## src/rtl/regfile_pkg.sv

```systemverilog
// Shared constants and port-slice helpers for the multi-port register file.
package regfile_pkg;

    localparam int DEF_DATA_W = 32;
    localparam int DEF_DEPTH  = 16;
    localparam int DEF_NUM_RD = 2;

    // Base bit of read port k inside the packed rd_sel bus
    function automatic int addr_slice(input int port, input int addr_w);
        return port * addr_w;
    endfunction

    // Base bit of read port k inside the packed rd_data bus
    function automatic int data_slice(input int port, input int data_w);
        return port * data_w;
    endfunction

endpackage

```

## src/rtl/regfile_rd_port.sv

```systemverilog
// One registered read port: resolves zero-register, bypass and written-flag, then latches.
module regfile_rd_port
    import regfile_pkg::*;
#(
    parameter int DATA_W  = DEF_DATA_W,
    parameter int DEPTH   = DEF_DEPTH,
    parameter int BYPASS  = 1,
    parameter int ZERO_R0 = 0,
    localparam int ADDR_W = $clog2(DEPTH)
) (
    input  logic              clk,
    input  logic              rst,
    input  logic              rd_en,
    input  logic              clr,
    input  logic              wr,
    input  logic [ADDR_W-1:0] wr_sel,
    input  logic [DATA_W-1:0] wr_data,
    input  logic [DATA_W-1:0] mem [DEPTH],
    input  logic [DEPTH-1:0]  wv,
    input  logic [ADDR_W-1:0] sel,
    output logic [DATA_W-1:0] rd_data
);

    logic [DATA_W-1:0] eff_s;
    logic [DATA_W-1:0] rd_data_r;

    // Effective value of the addressed entry; a clearing cycle never forwards
    always_comb begin
        eff_s = '0;
        if ((ZERO_R0 != 0) && (sel == '0)) begin
            eff_s = '0;
        end else if ((BYPASS != 0) && wr && !clr && (wr_sel == sel)) begin
            eff_s = wr_data;
        end else if (wv[sel]) begin
            eff_s = mem[sel];
        end else begin
            eff_s = '0;
        end
    end

    // Output register, updated only on an enabled read
    always_ff @(posedge clk or negedge rst) begin
        if (!rst) begin
            rd_data_r <= '0;
        end else if (rd_en) begin
            rd_data_r <= eff_s;
        end else begin
            rd_data_r <= rd_data_r;
        end
    end

    assign rd_data = rd_data_r;

endmodule

```

## src/rtl/regfile_mp.sv

```systemverilog
// Parametrised multi-port register file with written flags, optional bypass and zero register.
module regfile_mp
    import regfile_pkg::*;
#(
    parameter int DATA_W  = DEF_DATA_W,
    parameter int DEPTH   = DEF_DEPTH,
    parameter int NUM_RD  = DEF_NUM_RD,
    parameter int BYPASS  = 1,
    parameter int ZERO_R0 = 0,
    localparam int ADDR_W = $clog2(DEPTH)
) (
    input  logic                     clk,
    input  logic                     rst,
    input  logic                     en,
    input  logic                     clr,
    input  logic                     wr,
    input  logic [ADDR_W-1:0]        wr_sel,
    input  logic [DATA_W-1:0]        wr_data,
    input  logic                     rd,
    input  logic [NUM_RD*ADDR_W-1:0] rd_sel,
    output logic [NUM_RD*DATA_W-1:0] rd_data,
    output logic                     rd_vld
);

    logic [DATA_W-1:0] mem_r [DEPTH];
    logic [DEPTH-1:0]  wv_r;
    logic              rd_vld_r;
    logic              wr_en_s;
    logic              rd_en_s;
    logic              zero_hit_s;

    // Write qualification: clear wins, and the zero register swallows writes
    always_comb begin
        zero_hit_s = 1'b0;
        if ((ZERO_R0 != 0) && (wr_sel == '0)) begin
            zero_hit_s = 1'b1;
        end else begin
            zero_hit_s = 1'b0;
        end
        wr_en_s = en && wr && !clr && !zero_hit_s;
        rd_en_s = en && rd;
    end

    // Storage array is intentionally not reset; wv masks stale contents
    always_ff @(posedge clk) begin
        if (wr_en_s) begin
            mem_r[wr_sel] <= wr_data;
        end
    end

    // Written flags: single-cycle clear instead of sweeping the array
    always_ff @(posedge clk or negedge rst) begin
        if (!rst) begin
            wv_r <= '0;
        end else if (en && clr) begin
            wv_r <= '0;
        end else if (wr_en_s) begin
            wv_r[wr_sel] <= 1'b1;
        end else begin
            wv_r <= wv_r;
        end
    end

    // Read-valid strobe, high for exactly the cycle after an enabled read
    always_ff @(posedge clk or negedge rst) begin
        if (!rst) begin
            rd_vld_r <= 1'b0;
        end else begin
            rd_vld_r <= rd_en_s;
        end
    end

    assign rd_vld = rd_vld_r;

    for (genvar k = 0; k < NUM_RD; k++) begin : g_port
        regfile_rd_port #(
            .DATA_W  (DATA_W),
            .DEPTH   (DEPTH),
            .BYPASS  (BYPASS),
            .ZERO_R0 (ZERO_R0)
        ) u_port (
            .clk     (clk),
            .rst     (rst),
            .rd_en   (rd_en_s),
            .clr     (clr),
            .wr      (wr),
            .wr_sel  (wr_sel),
            .wr_data (wr_data),
            .mem     (mem_r),
            .wv      (wv_r),
            .sel     (rd_sel[addr_slice(k, ADDR_W) +: ADDR_W]),
            .rd_data (rd_data[data_slice(k, DATA_W) +: DATA_W])
        );
    end

endmodule

```

## config.mk

```make
export PLATFORM = sky130hd
export DESIGN_NAME = regfile_mp
export DESIGN_NICKNAME = d
export VERILOG_FILES = /design/src/rtl/regfile_pkg.sv /design/src/rtl/regfile_rd_port.sv /design/src/rtl/regfile_mp.sv
export SDC_FILE = /design/constraint.sdc
export NUM_CORES = 1
export LEC_CHECK = 0
export ABC_AREA = 0
export BUFFER_PORTS_ARGS = -buffer_cell sky130_fd_sc_hd__buf_2
export CORE_AREA = 2 2 264 266
export CTS_BUF_LIST = sky130_fd_sc_hd__clkbuf_2 sky130_fd_sc_hd__clkbuf_4 sky130_fd_sc_hd__clkbuf_8
export CTS_CLUSTER_SIZE = 8
export DETAILED_ROUTE_END_ITERATION = 7
export DIE_AREA = 0 0 266 268
export HOLD_SLACK_MARGIN = 0.03
export SLEW_MARGIN = 20
export SYNTH_ARGS = -nofsm -noshare
export SYNTH_HDL_FRONTEND = slang
export SYNTH_SLANG_ARGS = --single-unit
```

## constraint.sdc

```tcl
create_clock -name clk -period 2.59 [get_ports clk]
set_input_delay 0.1295 -clock clk [delete_from_list [all_inputs] [get_ports clk]]
set_output_delay 0.1295 -clock clk [all_outputs]
set_load 0.02 [all_outputs]
```

Word level (Yosys, flattened, before mapping)
Index checks and enable logic that the tools add are counted.
{ "totals": {"output_inout_bits": 65, "n_memories": 0, "rom_bits": 0, "ram_bits": 0, "latchBits": 0, "reg_bits": 593, "input_bits": 50, "elab_cells": 66} }
{ "op_classes": {"eq_ne": 2, "add_sub_neg": 0, "multipliers": 0, "mux": 21, "order_cmp": 8, "div_mod_pow": 0, "n_shift": 0, "n_reduce_logical": 11, "bitwise_logic": 4} }
{ "ops": {"columns": ["operator", "count"], "rows": [
  ["bitwise mux 512 bit", 1],
  ["two-way mux 32 bit", 9],
  ["binary-select mux 32 bit (select 4 bit)", 2],
  ["demux 32 bit (select 4 bit)", 1],
  ["two-way mux 16 bit", 2],
  ["OR 16 bit", 1],
  [">= comparator 5 bit (second input constant)", 3],
  ["less-than comparator 4 x 5 -> 1 bit (second input constant)", 3],
  ["NOT 4 -> 5 bit", 3],
  ["logical AND 1 bit", 9],
  ["binary-select mux 1 bit (select 4 bit)", 2],
  ["equality test 4 bit", 2],
  ["less-than comparator 5 x 1 -> 1 bit (second input constant)", 1],
  ["demux 1 bit (select 4 bit)", 1],
  [">= comparator 4 x 1 -> 1 bit (second input constant)", 1],
  ["two-way mux 1 bit", 3],
  ["nonzero test 2 bit", 1],
  ["zero test 1 bit", 1]
]} }

Logic depth before layout (Yosys ltp)
{ "depth": {"word_depth": 7, "mapped_depth": 9} }

By module
A second synthesis with hierarchy kept.
{ "hier_totals": {"cells_unflattened": 1521, "area_unflattened_um2": 27203.6} }
{ "modules_own_cells": {"columns": ["mod", "seq_area_each_um2", "n_inst", "area_per_inst_um2", "cells_per_inst"], "rows": [
  ["regfile_mp", 15800.2, 1, 16273.1, 591],
  ["regfile_rd_port", 800.8, 2, 5465.2, 465]
]} }

Least setup slack after synthesis
OpenSTA, ideal clock, no wires.
{ "synth_timing": {"path_kind": "input to register", "from": "input port wr", "to": "register mem_r[480] (netlist name) (enable)", "stages": 4, "arrival_ps": 3117, "t_required_ps": 2127, "path_slack_ps": -990, "setup_ps": 463, "cell_sequence": "nor2b_1 -> nand2_1 -> or3_1 -> nor3_1"} }
{ "synth_between": {"elab_chain_cells": 2} }
{ "synth_rtl": {"columns": ["item", "line", "source"], "rows": [
  ["from (decl)", "regfile_mp.sv:16", "input logic wr,"],
  ["logical AND 1 bit (2 in series)", "regfile_mp.sv:40", "wr_en_s = en && wr && !clr && !zero_hit_s;"],
  ["to (signal, indexed assignment)", "regfile_mp.sv:47", "mem_r[wr_sel] <= wr_data;"],
  ["to (decl)", "regfile_mp.sv:25", "logic [DATA_W-1:0] mem_r [DEPTH];"]
]} }
No other way between the ends.
A chain may end at the register's enable or synchronous reset.

Worst setup path in the final report
{ "layout_timing": {"from": "input port clr", "to": "register mem_r[433] (netlist name) (enable)"} }
{ "layout_between": {"elab_chain_cells": 2} }
{ "layout_rtl": {"columns": ["item", "line", "source"], "rows": [
  ["from (decl)", "regfile_mp.sv:15", "input logic clr,"],
  ["zero test 1 bit", "regfile_mp.sv:40", null],
  ["logical AND 1 bit", "regfile_mp.sv:40", null]
]} }
No other way between the ends.

==> out/metrics.csv <==
stage;metric;value;unit
critical_path;worstSetupEndpointType;flip-flop;
logic_synthesis;synth-xor-area-share;0.00259;
global_route;grt_pass1_wl;110000;um
logic_synthesis;synth-main-ff-cell;edfxtp_1;
logic_synthesis;synth_top_family_by_area;multiplexers;
cts;cts_tree;built;
critical_path;reg2reg_slack;470;ps
floorplan;start_util;0.397;
power;power_density;672;mW/mm^2
cts;clockBufferDepth;3;
critical_path;worstSetupEndpoint;mem_r[433];
run;cap_violations;0;
drt;drc;0;
critical_path;cp.required;2910;ps
logic_synthesis;synth-adder-area-share;0;
drt;wirelength;75000;um
timing;worst_pin_slew;1080;ps
floorplan;dieArea;0.0713;sq mm
global_route;overflow;0;
placed_design;placed_area;0.0293;sq mm
cts;h-tree-depth;3;
power;p_leak;10.8;nW
finish;diodes;0;
timing;clock.fmax;466;MHz
floorplan;ios;115;
cts;worstSkewPairLatency;710;ps
floorplan;dieHeight;268;um
logic_synthesis;synth_top_area_frac;0.568;
cts;cts_sinks;593;
placed_design;gp_congestion;0.760;
timing;timing.setup.tns;0;ps
global_route;grt_max_degree;65;
logic_synthesis;ys_seq_elements;593;
critical_path;reg2reg_from;wv_r[11];
timing;final_max_slew_viol_count;0;
critical_path;cp_max_fo;21;
floorplan;die_x;266;um
timing;setup_viol;0;
finish;syn_to_final_growth;17.8;%
timing;fin_worst_skew;45.9;ps
cts;cts_root_buf;clkbuf_8;
critical_path;worstRegToRegCells;6;
power;ir_drop;0.000459;V
drt;vias_per_cell;5.93;
timing;period_needed;2140;ps
logic_synthesis;netlist_instances;1376;
logic_synthesis;ys_types;34;
drt;ant_nets;0;
critical_path;startpoint_type;input pin;
cts;post-cts-setup-buffers;0;
logic_synthesis;synth-edff-count;512;
logic_synthesis;synth_compound_area_frac;0.0317;
worst_hold_path;hold_class;input pin to flip-flop;
drt;drt_iter0_markers;1499;
logic_synthesis;async_reset_ff_frac;0.137;
cts;clkTransAtPathRegs;60;ps
critical_path;r2r_end;g_port[1].u_port.rd_data[15];
cts;cts_resized;0;
outcome;status;finished clean;
critical_path;worst_ep_arrival_time;2460;ps
global_route;grt_pass1_vias;16000;
logic_synthesis;synth_nets;1426;
floorplan;coreArea;0.0682;sq mm
logic_synthesis;synthesis.area;0.0271;sq mm
placed_design;dp_hpwl;42600;um
drt;vias;15300;
placed_design;port_buffers;114;
logic_synthesis;yosys.area_share.simple;0.0208;
drt;wl_per_cell;29.2;um
global_route;antenna_found_initial;1;
logic_synthesis;synthTopCellsByArea;edfxtp_1, mux4_2, dfrtp_1;
finish;fillCellCount;5728;
logic_synthesis;synthMuxAreaShare;0.272;
logic_synthesis;ys_warn_count;0;
finish;drive_gt1_frac;0.427;
critical_path;crit_path_start;clr;
timing;grt_setup_unrepaired;false;
drt;dr.pass1.iters;8;
timing;hold_viol;0;
finish;final_nets;1655;
logic_synthesis;synth.avg_cell_area;19.7;sq um
cts;cts_buffers;101;
finish;final_area;0.0319;sq mm
floorplan;std_cell_rows;96;
critical_path;crit_type;input pin to flip-flop;
global_route;grtUsageTotal;0.215;
logic_synthesis;yosys.area.top_type;edfxtp_1;
logic_synthesis;ys_seq_area_frac;0.642;
timing;maxSlewHeadroom;0.281;
timing;post-route-period-util;0.828;
[synthesized netlist by cell type (2+ instances only)]
master / number
nor2_1: 64
nor3_1: 4
clkinv_1: 36
edfxtp_1: 512
inv_1: 26
xnor2_1: 2
buf_4: 4
mux2_2: 7
mux4_2: 321
nor2b_1: 5
nand2_1: 27
mux2i_1: 7
o21ai_0: 2
xor2_1: 6
o21a_1: 12
buf_2: 34
a31oi_1: 4
dfrtp_1: 81
nand2b_1: 2
buf_1: 8
nand3b_1: 2
nor4_2: 2
a21oi_1: 55
o22ai_1: 46
buf_6: 15
o32ai_1: 2
nand3_1: 18
clkbuf_1: 48
a2111oi_0: 2
o211ai_1: 18
[per-layer routing]
| layer | GRT usage | share of wire |
|---|---|---|
| met1 | 0.285 | 0.39 |
| met2 | 0.363 | 0.51 |
| met3 | 0.0394 | 0.074 |
| met4 | 0.0680 | 0.024 |
| met5 | 0 | 0.000093 |
[report_power, final]
| part | switching [mW] | internal [mW] | total [mW] |
|---|---|---|---|
| registers | 0.115 | 10.6 | 10.7 |
| clock network | 3.89 | 4.86 | 8.75 |
| logic | 1.12 | 0.886 | 2.00 |
[kinds of logic after synthesis]
| family | count (synthesis) |
|---|---|
| AO/OA/AOI/OAI | 141 |
| XOR/XNOR | 8 |
| buffers and inverters | 171 |
| flip-flops | 593 |
| multiplexers | 335 |
| AND/OR/NAND/NOR | 128 |
[metrics by stage]
stage,setup WS (ps),std cells,util,hold slack (ps),total power [mW]
after global placement,290,2340,0.430,194,12.8
final,446,2573,0.468,139,21.4
after detailed placement,278,2340,0.430,194,12.9
after global routing,339,2573,0.468,155,22.2
after floorplan,-113,1376,-,-166,12.1
after CTS,478,2573,0.468,83.1,21.7
[worst max-delay path: stages]
cell and delay, ps:
dlygate4sd3_1 540, buf_2 170, nor2b_1 360, nand2_1 150
or3_1 510, nor2_4 170, buf_4 410
[area by class of cell]
class	count	area, sq um	share of cell area
repair buffers	235	2000	0.0627
clock buffers	168	1980	0.0621
inverters	62	233	0.00729
well taps	882	1100	0.0346
clock inverters	21	164	0.00514
multi-input cells	612	9030	0.283
flip-flops and latches	593	17400	0.545
[worst min path at each step]
stage / start / to / slack, ps / depth (start not counted)
6_report: rd / g_port[1].u_port.rd_data[4] / 140 / 5
5_1_grt: rd / g_port[1].u_port.rd_data[4] / 160 / 5
4_1_cts: rd / g_port[0].u_port.rd_data[4] / 80 / 5
3_5_place_dp: rst / g_port[1].u_port.rd_data[24] / 190 / 1
3_3_place_gp: rst / g_port[1].u_port.rd_data[24] / 190 / 1
2_1_floorplan: rst / g_port[0].u_port.rd_data[0] / -170 / 0
[timing repair]
| item | 4_1_cts | 5_1_grt |
|---|---|---|
| setup endpoints to repair | 0 | 0 |
| hold buffers | 44 | 0 |
| endpoints found under the hold margin | 661 | 0 |
[sequential cells by signal, summed over array words and instances, names as in the netlist]
register	cells
mem_r	512
g_port.u_port.rd_data	64
wv_r	16
rd_vld	1
[layout by cell type (no fill, tap or decap), types with 3 or more instances in the layout]
cell             n
a21oi_1         55
a31oi_1          4
buf_12          30
buf_2          107
buf_4           51
clkbuf_4        53
clkbuf_8       117
clkinv_1        43
clkinv_2         6
dfrtp_1         81
dlygate4sd3_1   43
edfxtp_1       512
inv_1           25
inv_12           3
mux2_2           7
mux2i_1          7
mux4_2         321
nand2_1         26
nand3_1         18
nor2_1          52
nor2_4          12
nor2b_1          5
nor3_4           4
o211ai_1        18
o21a_1          12
o22ai_1         46
xor2_1           6
(Power assumes the default switching activity.)
